File: src/rtl/useq.sv
// rtl/useq.sv - parametrised microsequencer with microcall stack and sticky error flags
//
// Purpose: holds the current micro-address that feeds the control store. It
//   computes the next micro-address from the IRD, COND and J fields, and keeps
//   a return stack for microsubroutines.
// Optional feature: define USEQ_WATCHDOG_EN to build the self-loop watchdog.
// Ports:
//   clk, rst        clock, synchronous active-high reset
//   ird, cond, j    microinstruction sequencing fields
//   call, ret       push return address and branch / pop return address
//   stall           freeze all sequencer state for this cycle
//   opcode          IR[15:12] for IRD dispatch
//   mem_rdy, ben, ir11, psr15, int_pend   datapath status inputs
//   uaddr           registered current micro-address
//   next_uaddr      address loaded at the next edge (rst not applied)
//   sp_depth        return-stack occupancy
//   stack_ovf, stack_unf, seq_err   sticky error flags
//   wdog_trip       one-cycle watchdog pulse (0 when the watchdog is not built)
module useq #(
  parameter int UADDR_W     = 6,
  parameter int OPC_W       = 4,
  parameter int COND_W      = 3,
  parameter int STACK_DEPTH = 4,
  parameter int RESET_UADDR = 18,
  parameter int WDOG_LIMIT  = 255
) (
  input  logic                               clk,
  input  logic                               rst,
  input  logic                               ird,
  input  logic [COND_W-1:0]                  cond,
  input  logic [UADDR_W-1:0]                 j,
  input  logic                               call,
  input  logic                               ret,
  input  logic                               stall,
  input  logic [OPC_W-1:0]                   opcode,
  input  logic                               mem_rdy,
  input  logic                               ben,
  input  logic                               ir11,
  input  logic                               psr15,
  input  logic                               int_pend,
  output logic [UADDR_W-1:0]                 uaddr,
  output logic [UADDR_W-1:0]                 next_uaddr,
  output logic [$clog2(STACK_DEPTH+1)-1:0]   sp_depth,
  output logic                               stack_ovf,
  output logic                               stack_unf,
  output logic                               seq_err,
  output logic                               wdog_trip
);

  localparam int SP_W = $clog2(STACK_DEPTH+1);
  localparam logic [UADDR_W-1:0] RST_A = UADDR_W'(RESET_UADDR);
  localparam logic [UADDR_W-1:0] ONE_A = UADDR_W'(1);

  // Stack is a shift register with the top of stack always in entry 0,
  // so no pointer-indexed access is needed.
  logic [UADDR_W-1:0] stk [STACK_DEPTH];
  logic [UADDR_W-1:0] cj;
  logic [UADDR_W-1:0] seq_nx;
  logic [31:0]        cond_x;
  logic               empty, full;
  logic               do_pop, pop_unf, do_call, do_push, push_ovf, both;
  logic               wdog_hit;

  assign empty = (sp_depth == '0);
  assign full  = (sp_depth == SP_W'(STACK_DEPTH));

  assign do_pop   = !stall && ret && !empty;
  assign pop_unf  = !stall && ret && empty;
  assign do_call  = !stall && call && !ret;
  assign do_push  = do_call && !full;
  assign push_ovf = do_call && full;
  assign both     = !stall && call && ret;

  assign cond_x = 32'(cond);

  // Status bits are ORed in at fixed positions; shifting within UADDR_W
  // drops any bit that lands beyond the address width.
  always_comb begin
    cj = j;
    case (cond_x)
      32'd1:   cj = j | (UADDR_W'(mem_rdy)  << 1);
      32'd2:   cj = j | (UADDR_W'(ben)      << 2);
      32'd3:   cj = j |  UADDR_W'(ir11);
      32'd4:   cj = j | (UADDR_W'(psr15)    << 3);
      32'd5:   cj = j | (UADDR_W'(int_pend) << 4);
      default: cj = j;
    endcase
  end

  always_comb begin
    seq_nx = cj;
    if (stall)
      seq_nx = uaddr;
    else if (ret)
      seq_nx = empty ? RST_A : stk[0];
    else if (ird)
      seq_nx = {{(UADDR_W-OPC_W){1'b0}}, opcode};
  end

  assign next_uaddr = wdog_hit ? RST_A : seq_nx;

  always_ff @(posedge clk) begin
    if (rst)
      uaddr <= RST_A;
    else
      uaddr <= next_uaddr;
  end

  always_ff @(posedge clk) begin
    if (rst || wdog_hit) begin
      sp_depth <= '0;
    end else if (do_pop) begin
      for (int i = 0; i < STACK_DEPTH-1; i++)
        stk[i] <= stk[i+1];
      sp_depth <= sp_depth - SP_W'(1);
    end else if (do_push) begin
      for (int i = STACK_DEPTH-1; i > 0; i--)
        stk[i] <= stk[i-1];
      stk[0]   <= uaddr + ONE_A;
      sp_depth <= sp_depth + SP_W'(1);
    end
  end

  always_ff @(posedge clk) begin
    if (rst) begin
      stack_ovf <= 1'b0;
      stack_unf <= 1'b0;
      seq_err   <= 1'b0;
    end else begin
      if (push_ovf) stack_ovf <= 1'b1;
      if (pop_unf)  stack_unf <= 1'b1;
      if (both)     seq_err   <= 1'b1;
    end
  end

`ifdef USEQ_WATCHDOG_EN
  localparam int WC_W = $clog2(WDOG_LIMIT+1);
  logic [WC_W-1:0] wcnt;

  assign wdog_hit = (wcnt == WC_W'(WDOG_LIMIT));

  always_ff @(posedge clk) begin
    if (rst) begin
      wcnt      <= '0;
      wdog_trip <= 1'b0;
    end else if (wdog_hit) begin
      wcnt      <= '0;
      wdog_trip <= 1'b1;
    end else begin
      wdog_trip <= 1'b0;
      if (!stall)
        wcnt <= (seq_nx == uaddr) ? wcnt + WC_W'(1) : '0;
    end
  end
`else
  assign wdog_hit  = 1'b0;
  assign wdog_trip = 1'b0;
`endif

endmodule

File: config.mk
export PLATFORM = sky130hd
export DESIGN_NAME = useq
export DESIGN_NICKNAME = d
export VERILOG_FILES = /design/src/rtl/useq.sv
export SDC_FILE = /design/constraint.sdc
export NUM_CORES = 1
export LEC_CHECK = 0
export CAP_MARGIN = 20
export CORE_ASPECT_RATIO = 0.7
export CORE_UTILIZATION = 44
export DETAILED_ROUTE_END_ITERATION = 10
export PLACE_DENSITY = 0.75
export RECOVER_POWER = 100
export SYNTH_ARGS = -nofsm -noshare
export SYNTH_HDL_FRONTEND = slang
export SYNTH_SLANG_ARGS = --single-unit
File: constraint.sdc
create_clock -name clk -period 2.02 [get_ports clk]
set_input_delay 0.303 -clock clk [delete_from_list [all_inputs] [get_ports clk]]
set_output_delay 0.303 -clock clk [all_outputs]
set_load 0.02 [all_outputs]
### Yosys cells after proc, flatten, opt, wreduce, memory -nomap -nowiden

Memory sizes are Yosys's and may differ from the RTL's.
Index checks and enable logic that the tools add are counted.

* input port bits: 24
* output and inout port bits: 19
* memory bits (writable): 24
* logic and storage cells: 54
* memories: 1
* bits in registers: 12

* mux-type cells: 17
* bitwise gates (word level): 8
* reduce and logical (&&, ||, !) cells: 14
* eq/ne operators: 6
* add/sub/neg operators: 3

Memory list
* stk: depth 4, width 6, read ports 4, clocked after Yosys merged registers in 0, write ports 4, RTL line 56 `logic [UADDR_W-1:0] stk [STACK_DEPTH];`

Operator list (number)
* 6-bit 2-to-1 mux: 7
* 6-bit one-hot mux with 5 select lines: 1
* 3-bit equality test (second input constant): 3
* 1-bit logical AND: 8
* 1-bit 2-to-1 mux: 7
* 6-bit by 1-bit adder with 6-bit output (second input constant): 1
* 3-bit by 2-bit equality test with 1-bit output (second input constant): 2
* 3-bit 2-to-1 mux: 2
* 6-bit by 1-bit OR with 6-bit output: 1
* 6-bit by 2-bit OR with 6-bit output: 1
* 6-bit by 3-bit OR with 6-bit output: 1
* 6-bit by 4-bit OR with 6-bit output: 1
* 6-bit by 5-bit OR with 6-bit output: 1
* 1-bit logical NOT: 4
* 3-bit by 1-bit adder with 3-bit output (second input constant): 1
* 3-bit by 1-bit equality test with 1-bit output (second input constant): 1
* 3-bit logical NOT: 1
* 1-bit OR: 3
* 3-bit by 1-bit subtractor with 3-bit output (second input constant): 1
* 2-bit nonzero test: 1

### Logic depth before layout (Yosys ltp)

Gate-level depths: netlist of the first run.

* depth after elaboration: 9
* gate-level depth with buffers: 7
* mapped depth without buffers: 7

### Least setup slack after synthesis of the first run

No wires, ideal clock.

* path kind: register to register
* from: register sp_depth[2]
* to: memory stk[0][0] (enable)
* buffers on the path: 0
* data arrival time: 1.907 ns
* required time: 1.625 ns
* stages on the path, launching flop included: 4
* setup slack: -0.282 ns
* clock period less this slack: 2.302 ns
* setup time: 0.395 ns
* path through: dfxtp_1 xor2_1 a311oi_2 nor2b_1

RTL lines
* start: declaration: RTL line 43 `output logic [$clog2(STACK_DEPTH+1)-1:0] sp_depth,`
* start signal: assignment: RTL line 115 `sp_depth <= sp_depth - SP_W'(1);`
* start signal: assignment: RTL line 120 `sp_depth <= sp_depth + SP_W'(1);`
* end: declaration: RTL line 56

### Worst setup path after layout of the first run

* from: register sp_depth[2]
* to: output port next_uaddr[5]

* cells in the longest elaborated chain, start to end: 4

RTL lines
* 3-bit logical NOT: RTL line 64 `assign empty = (sp_depth == '0);`
* 6-bit 2-to-1 mux: RTL line 95 `seq_nx = empty ? RST_A : stk[0];`
* 6-bit 2-to-1 mux: RTL line 94 `else if (ret)`
* 6-bit 2-to-1 mux: RTL line 92 `if (stall)`
* end: declaration: RTL line 42 `output logic [UADDR_W-1:0] next_uaddr,`

Every way passes these cells.

==> results of run 1 <==
-- power groups by stage --
stage | combinational (mW) | clock (mW) | sequential [mW]
floorplan | 0.203 | 0 | 0.908
global placement | 0.458 | 0 | 0.879
detailed placement | 0.466 | 0 | 0.882
CTS | 0.477 | 0.637 | 0.866
global route | 0.556 | 0.663 | 0.872
finish | 0.521 | 0.626 | 0.867
-- synthesized netlist by cell type (3+ instances only) --
| cell type | n | share of area (%) |
|---|---|---|
| a21oi_1 | 9 | 2.5 |
| xnor2_1 | 4 | 1.9 |
| and2_1 | 6 | 2.1 |
| mux2_2 | 15 | 9.3 |
| edfxtp_1 | 24 | 39 |
| inv_1 | 8 | 1.6 |
| buf_4 | 3 | 1.2 |
| a211oi_1 | 4 | 1.6 |
| dfxtp_1 | 12 | 13 |
| nor2b_1 | 3 | 1.0 |
| nand2_1 | 6 | 1.2 |
| a31oi_1 | 3 | 1.0 |
| nor3_1 | 4 | 1.1 |
| nor2_1 | 19 | 3.9 |
-- flip-flops by register name, summed over array words and instances (netlist names) --
name       flops
sp_depth       3
stack_ovf      1
stack_unf      1
seq_err        1
stk           24
uaddr          6
-- area by class of cell --
class | count | area (um^2) | area share [%]
clock inverter | 2 | 35.0 | 1.29
clock buffer | 6 | 72.6 | 2.67
sequential | 36 | 965 | 35.5
timing repair buffer | 71 | 658 | 24.2
multi-input combinational | 107 | 893 | 32.9
inverter | 8 | 30.0 | 1.10
tap | 52 | 65.1 | 2.39
-- per-stage QoR --
step | instances | worst slack (ps) | power [mW] | hold slack (ps) | util [%]
global placement | 270 | -503 | 1.34 | 454 | 63.1
finish | 282 | -25.9 | 2.01 | 480 | 68.9
global route | 282 | -77.4 | 2.09 | 531 | 68.9
CTS | 280 | -46.1 | 1.98 | 487 | 66.8
floorplan | 158 | 102 | 1.11 | 470 | -
detailed placement | 270 | -555 | 1.35 | 471 | 63.1
-- metal layers --
layer | vias to the layer above | share of wire, %
met5 | - | 0
met4 | 0 | 1.5
met3 | 7 | 3.3
met2 | 34 | 50
met1 | 724 | 46
li1 | 721 | -
-- critical path, delay by kind of cell, from the launching register on --
kind / cells / cell delay [ps]
AO/OA/AOI/OAI: 2 / 370
flip-flops: 1 / 320
buffers and inverters: 1 / 160
AND/OR/NAND/NOR: 2 / 590
-- final timing paths --
kind | start | endpoint | slack, ps | cells past startpoint
max | sp_depth[2]$_SDFFE_PP0P_ | next_uaddr[5] | -30 | 5
min | stack_unf$_SDFFE_PP0P_ | stack_unf$_SDFFE_PP0P_ | 480 | 2
max reg2reg | sp_depth[2]$_SDFFE_PP0P_ | sp_depth[2]$_SDFFE_PP0P_ | 20 | 8
min reg2reg | stack_unf$_SDFFE_PP0P_ | stack_unf$_SDFFE_PP0P_ | 480 | 2
-- cells by family after synthesis --
kind of cell	after synthesis
DFF	36
buffers and inverters	15
and+or+nand+nor	54
AOI/OAI and AO/OA	27
adders and majority gates	2
xor gates and xnor gates	6
muxes	17
other	1
-- timing repair --
action | CTS | global route
gates resized for setup | 44 | 17
pin swaps | 5 | 9
buffers inserted | 2 | 2
endpoints found under the setup margin | 9 | 6
==> out/metrics.csv, run 1 <==
stage;metric;value;unit
logic_synthesis;mux contribution to synthesized area;10.4;%
setup_path;Critical Path End Type;output pin;
power_and_ir_drop;Max IR drop VDD;0.479;mV
floorplanning;Vert. Die Dim;55.9;um
cts;clk slew on worst S/H paths;70;ps
power_and_ir_drop;power density over the cells;741;nW/um^2
global_routing;GRT busiest layer;met2;
global_routing;met1 global-route usage;31.7;%
power_and_ir_drop;switching power total;0.545;mW
final_layout;nets;255;
cts;CTS Buf Count;5;
setup_path;Slowest cell on crit path;or3_4;
power_and_ir_drop;combinational fraction of design power;25.9;%
final_layout;share of cells above drive strength 1;36.1;%
cts;TritonCTS clock tree;done;
logic_synthesis;Synth Area in XOR/XNOR;2.88;%
floorplanning;Core ar.;3950;um^2
drt;Pre-antenna DRT Iters;4;
cts;clk sinks;36;
final_layout;area growth from synthesis to layout;48.9;%
place;PortBufs;41;
setup_path;Critical Path Max Stage Delay;410;ps
sta;final hold vios;0;
global_routing;vias in the first global route;1489;
logic_synthesis;Synth Area in Simple Gates;16.4;%
floorplanning;starting density of the core;46.3;%
place;Post-Place Cell Area;2490;um^2
logic_synthesis;complex-gate fraction of the synthesized area;11.4;%
job;Max-cap violations;0;
drt;# DRC;0;
cts;clk_lat worst skew;290;ps
final_layout;Fill cells;288;
sta;Max Slew Vio Count;0;
logic_synthesis;EDFF count, synth;24;
power_and_ir_drop;Clock Power Share;31.1;%
setup_path;WP data arrival;1740;ps
setup_path;CP cell instances;or3_4 -> and2_4 -> a221oi_4 -> a21oi_2 -> buf_4;
logic_synthesis;synth unique cells;45;
global_routing;GR Layer Usage met3;7.21;%
logic_synthesis;count of yosys warnings during synthesis;0;
final_layout;most frequent cells in the layout;29 x clkdlybuf4s50_1, 27 x buf_4, 24 x edfxtp_1, 19 x nor2_1, 14 x mux2_2;
logic_synthesis;largest family of logic cells by synthesized area;simple AND/OR/NAND/NOR gates;
worst_hold_path;min-delay worst type;register to register;
floorplanning;I/O pins;43;
setup_path;Worst Setup Start Kind;register;
cts;Max clock buf depth;2;
sta;worst-case clock skew;6.82;ps
global_routing;M2 GR Usage;34.2;%
global_routing;global-route wire length before repair;7490;um
final_layout;# diodes;0;
floorplanning;Chip Width;79.0;um
drt;Starting DRT DRC Count;69;
sta;Final setup viols;2;
sta;worst setup slack after layout;-25.9;ps
cts;H-tree depth;2;
power_and_ir_drop;switching share of power;27.0;%
logic_synthesis;prevailing post-synth register cell;edfxtp_1;
sta;Fmax;489;MHz
setup_path;worst-path fanout max;3;
logic_synthesis;ys async rst share;0;%
sta;Final min period;2050;ps
sta;unrepaired setup endpoints after global routing;yes;
setup_path;worst endpoint required time;1720;ps
place;routability congestion estimate;0.858;
drt;Vias/cell;5.27;
global_routing;initial antenna violation count;0;
setup_path;critical path class;register to output pin;
power_and_ir_drop;leakage;1.03;nW
logic_synthesis;area share of fa/ha/maj cells after synthesis;1.78;%
cts;CTS Hold Bufs;0;
drt;Post-Route WL;4710;um
logic_synthesis;register area share after synthesis;52.6;%
power_and_ir_drop;sequential power share;43.0;%
logic_synthesis;post-synthesis register bit count;36;
logic_synthesis;Cell Area, Synth;1830;um^2
final_layout;post-route cell area;2720;um^2
drt;Final ANT Viol Nets;0;
global_routing;GR Overflow Total;0;
status;status;finished, violations left;
drt;wire length per cell;16.7;um
global_routing;pin count of the biggest net entering global routing;28;
logic_synthesis;Syn Area/Cell;11.6;um^2
global_routing;gr usage total;23.1;%
final_layout;commonest non-fill, non-tap cell in the layout;clkdlybuf4s50_1;
power_and_ir_drop;Int Pwr;1.47;mW
cts;clk root buf;clkbuf_8;
sta;setup TNS;-39.6;ps
floorplanning;die area;4410;um^2
logic_synthesis;post-synthesis cell count;158;
floorplanning;row count;19;
place;dpl hpwl;3370;um
drt;routed vias;1486;
sta;fin crit share;101;%
status;failing checks;negative setup slack;
logic_synthesis;Syn Nets;184;
Note: power is estimated with default switching activity, not from simulation.
==> run 2: changes to the inputs <==
--- a/config.mk
+++ b/config.mk
@@ -9,8 +9,10 @@
 export CORE_ASPECT_RATIO = 0.7
 export CORE_UTILIZATION = 44
 export DETAILED_ROUTE_END_ITERATION = 10
-export PLACE_DENSITY = 0.75
+export PLACE_DENSITY = 0.76
 export RECOVER_POWER = 100
+export REMOVE_ABC_BUFFERS = 1
+export SKIP_LAST_GASP = 1
 export SYNTH_ARGS = -nofsm -noshare
 export SYNTH_HDL_FRONTEND = slang
 export SYNTH_SLANG_ARGS = --single-unit
==> run 2 against run 1 <==
Against the previous run: the run now ends clean; sequential power down 0.5%; cell area down 1.6%; routed wire length up 1.0%; worst setup slack better by 46 ps; critical path depth unchanged; flip-flop and latch count unchanged; clock power down 24%; combinational power down 3%; critical endpoint is now next_uaddr[0].
==> out/metrics.csv, run 2 (same netlist as run 1, synthesis figures left out) <==
stage;metric;value;unit
global_routing;GR Overflow Total;0;
cts;clk sinks;36;
drt;Pre-antenna DRT Iters;4;
place;dpl hpwl;3390;um
drt;routed vias;1503;
sta;Final setup viols;0;
sta;Final min period;2000;ps
floorplanning;I/O pins;43;
drt;Vias/cell;5.33;
global_routing;gr usage total;23.1;%
final_layout;Fill cells;302;
setup_path;Slowest cell on crit path;or3_4;
job;Max-cap violations;0;
cts;Max clock buf depth;2;
setup_path;WP data arrival;1700;ps
cts;CTS Buf Count;5;
status;status;finished clean;
worst_hold_path;Hold Crit Endpoint;stack_unf$_SDFFE_PP0P_;
final_layout;Largest register FFs;24;
setup_path;CP top delay family;simple AND/OR/NAND/NOR gates;
drt;# DRC;0;
sta;Max Slew Vio Count;0;
setup_path;Critical Path End Type;output pin;
power_and_ir_drop;Max IR drop VDD;0.440;mV
setup_path;critical path class;register to output pin;
setup_path;R2R Path Start;sp_depth[0]$_SDFFE_PP0P_;
global_routing;initial antenna violation count;0;
setup_path;Reg2Reg Setup Slack;30;ps
final_layout;commonest non-fill, non-tap cell in the layout;buf_4;
cts;TritonCTS clock tree;done;
worst_hold_path;Hold Path Depth;2;
cts;clk_lat worst skew;290;ps
worst_hold_path;min-delay worst type;register to register;
sta;final hold vios;0;
drt;Final ANT Viol Nets;0;
drt;wire length per cell;16.9;um
floorplanning;die area;4410;um^2
setup_path;worst-path fanout max;4;
setup_path;worst endpoint required time;1720;ps
cts;CTS Hold Bufs;0;
floorplanning;Core ar.;3950;um^2
final_layout;Largest Register;stk;
final_layout;biggest regs;stk x24, uaddr x6, sp_depth x3;
floorplanning;row count;19;
floorplanning;Chip Width;79.0;um
place;Post-Place Cell Area;2500;um^2
cts;clk root buf;clkbuf_8;
sta;unrepaired setup endpoints after global routing;yes;
final_layout;area growth from synthesis to layout;46.6;%
sta;worst setup slack after layout;19.8;ps
power_and_ir_drop;power density over the cells;689;nW/um^2
global_routing;pin count of the biggest net entering global routing;25;
setup_path;Crit path buffers/inverters;1;
global_routing;vias in the first global route;1567;
final_layout;# diodes;0;
drt;Starting DRT DRC Count;60;
cts;H-tree depth;2;
final_layout;most frequent cells in the layout;31 x buf_4, 29 x clkdlybuf4s50_1, 24 x edfxtp_1, 19 x nor2_1, 14 x mux2_2;
global_routing;global-route wire length before repair;7610;um
drt;Post-Route WL;4760;um
place;routability congestion estimate;0.938;
place;PortBufs;41;
place;pre-CTS WS;-582;ps
setup_path;CP cell instances;or3_4 -> a21boi_1 -> nor3_2 -> mux2_2 -> buf_4;
final_layout;share of cells above drive strength 1;34.3;%
cts;clk slew on worst S/H paths;70;ps
sta;Fmax;500;MHz
floorplanning;Vert. Die Dim;55.9;um
sta;worst-case clock skew;7.44;ps
worst_hold_path;Hold Path Origin;stack_unf$_SDFFE_PP0P_;
setup_path;r2r worst-path depth;8;
final_layout;post-route cell area;2680;um^2
sta;Hold WS;484;ps
power_and_ir_drop;leakage;1.02;nW
sta;fin crit share;99.0;%
setup_path;Critical Path Max Stage Delay;400;ps
final_layout;nets;256;
setup_path;CP startpoint;sp_depth[0]$_SDFFE_PP0P_;
floorplanning;starting density of the core;46.3;%
setup_path;r2r endpoint;sp_depth[2]$_SDFFE_PP0P_;
setup_path;Worst Setup Start Kind;register;
run 2: changes by cell type in the layout (fill, tap and decap cells not counted), sizes merged:
cell,previous run,this run
clkbuf,6,5
clkinv,1,2
bufinv,1,0
dlygate4sd2,6,5
clkdlybuf4s15,0,2
run 2: power breakdown:
group	switching [mW]	leakage, nW	total, mW	internal, mW
registers	0.0304	0.321	0.863	0.832
clock network	0.250	0.0391	0.477	0.228
logic	0.243	0.661	0.503	0.260
run 2: repair_timing:
| action | CTS | global route |
|---|---|---|
| setup buffers | 3 | 0 |
| setup endpoints to repair | 7 | 6 |
| resized for setup | 48 | 8 |
| pin swaps | 10 | 8 |
run 2: worst max path at each step:
stage | slack [ps] | cells after the start | endpoint
3_5_place_dp | -580 | 6 | next_uaddr[0]
4_1_cts | 5 | 5 | next_uaddr[3]
5_1_grt | -50 | 8 | sp_depth[2]$_SDFFE_PP0P_
2_1_floorplan | -990 | 3 | stk[0][1]$_DFFE_PP_
6_report | 20 | 5 | next_uaddr[0]
3_3_place_gp | -590 | 6 | next_uaddr[2]
run 2: metal layers:
layer  vias up  wire, um  global-route usage (%)
met5         -         0                       0
met4         0        71                    7.53
met1       732      2150                    31.2
met2        45      2300                    37.2
li1        717         -                       -
met3         9       235                    4.59
run 2: per-stage QoR:
stage               power, mW  TNS [ps]  utilization, %  std cells
floorplan                1.10    -30270               -        151
CTS                      1.82         0            67.0        282
detailed placement       1.34    -10230            63.3        272
global route             1.92      -124            67.8        282
finish                   1.84         0            67.8        282
global placement         1.33     -9420            63.3        272
run 2: worst min-delay path, cell delays in order (launching register included):
cell and delay (ps):
dfxtp_1 340, a21oi_1 40, nor2_1 70
run 2: final cells by class:
cell class | count | area (um^2) | area share (%)
well taps | 52 | 65.1 | 2.43
flip-flops and latches | 36 | 961 | 35.9
inverters | 8 | 30.0 | 1.12
repair buffers | 72 | 656 | 24.5
clock inverters | 2 | 7.51 | 0.281
multi-input cells | 107 | 888 | 33.2
clock buffers | 5 | 68.8 | 2.57
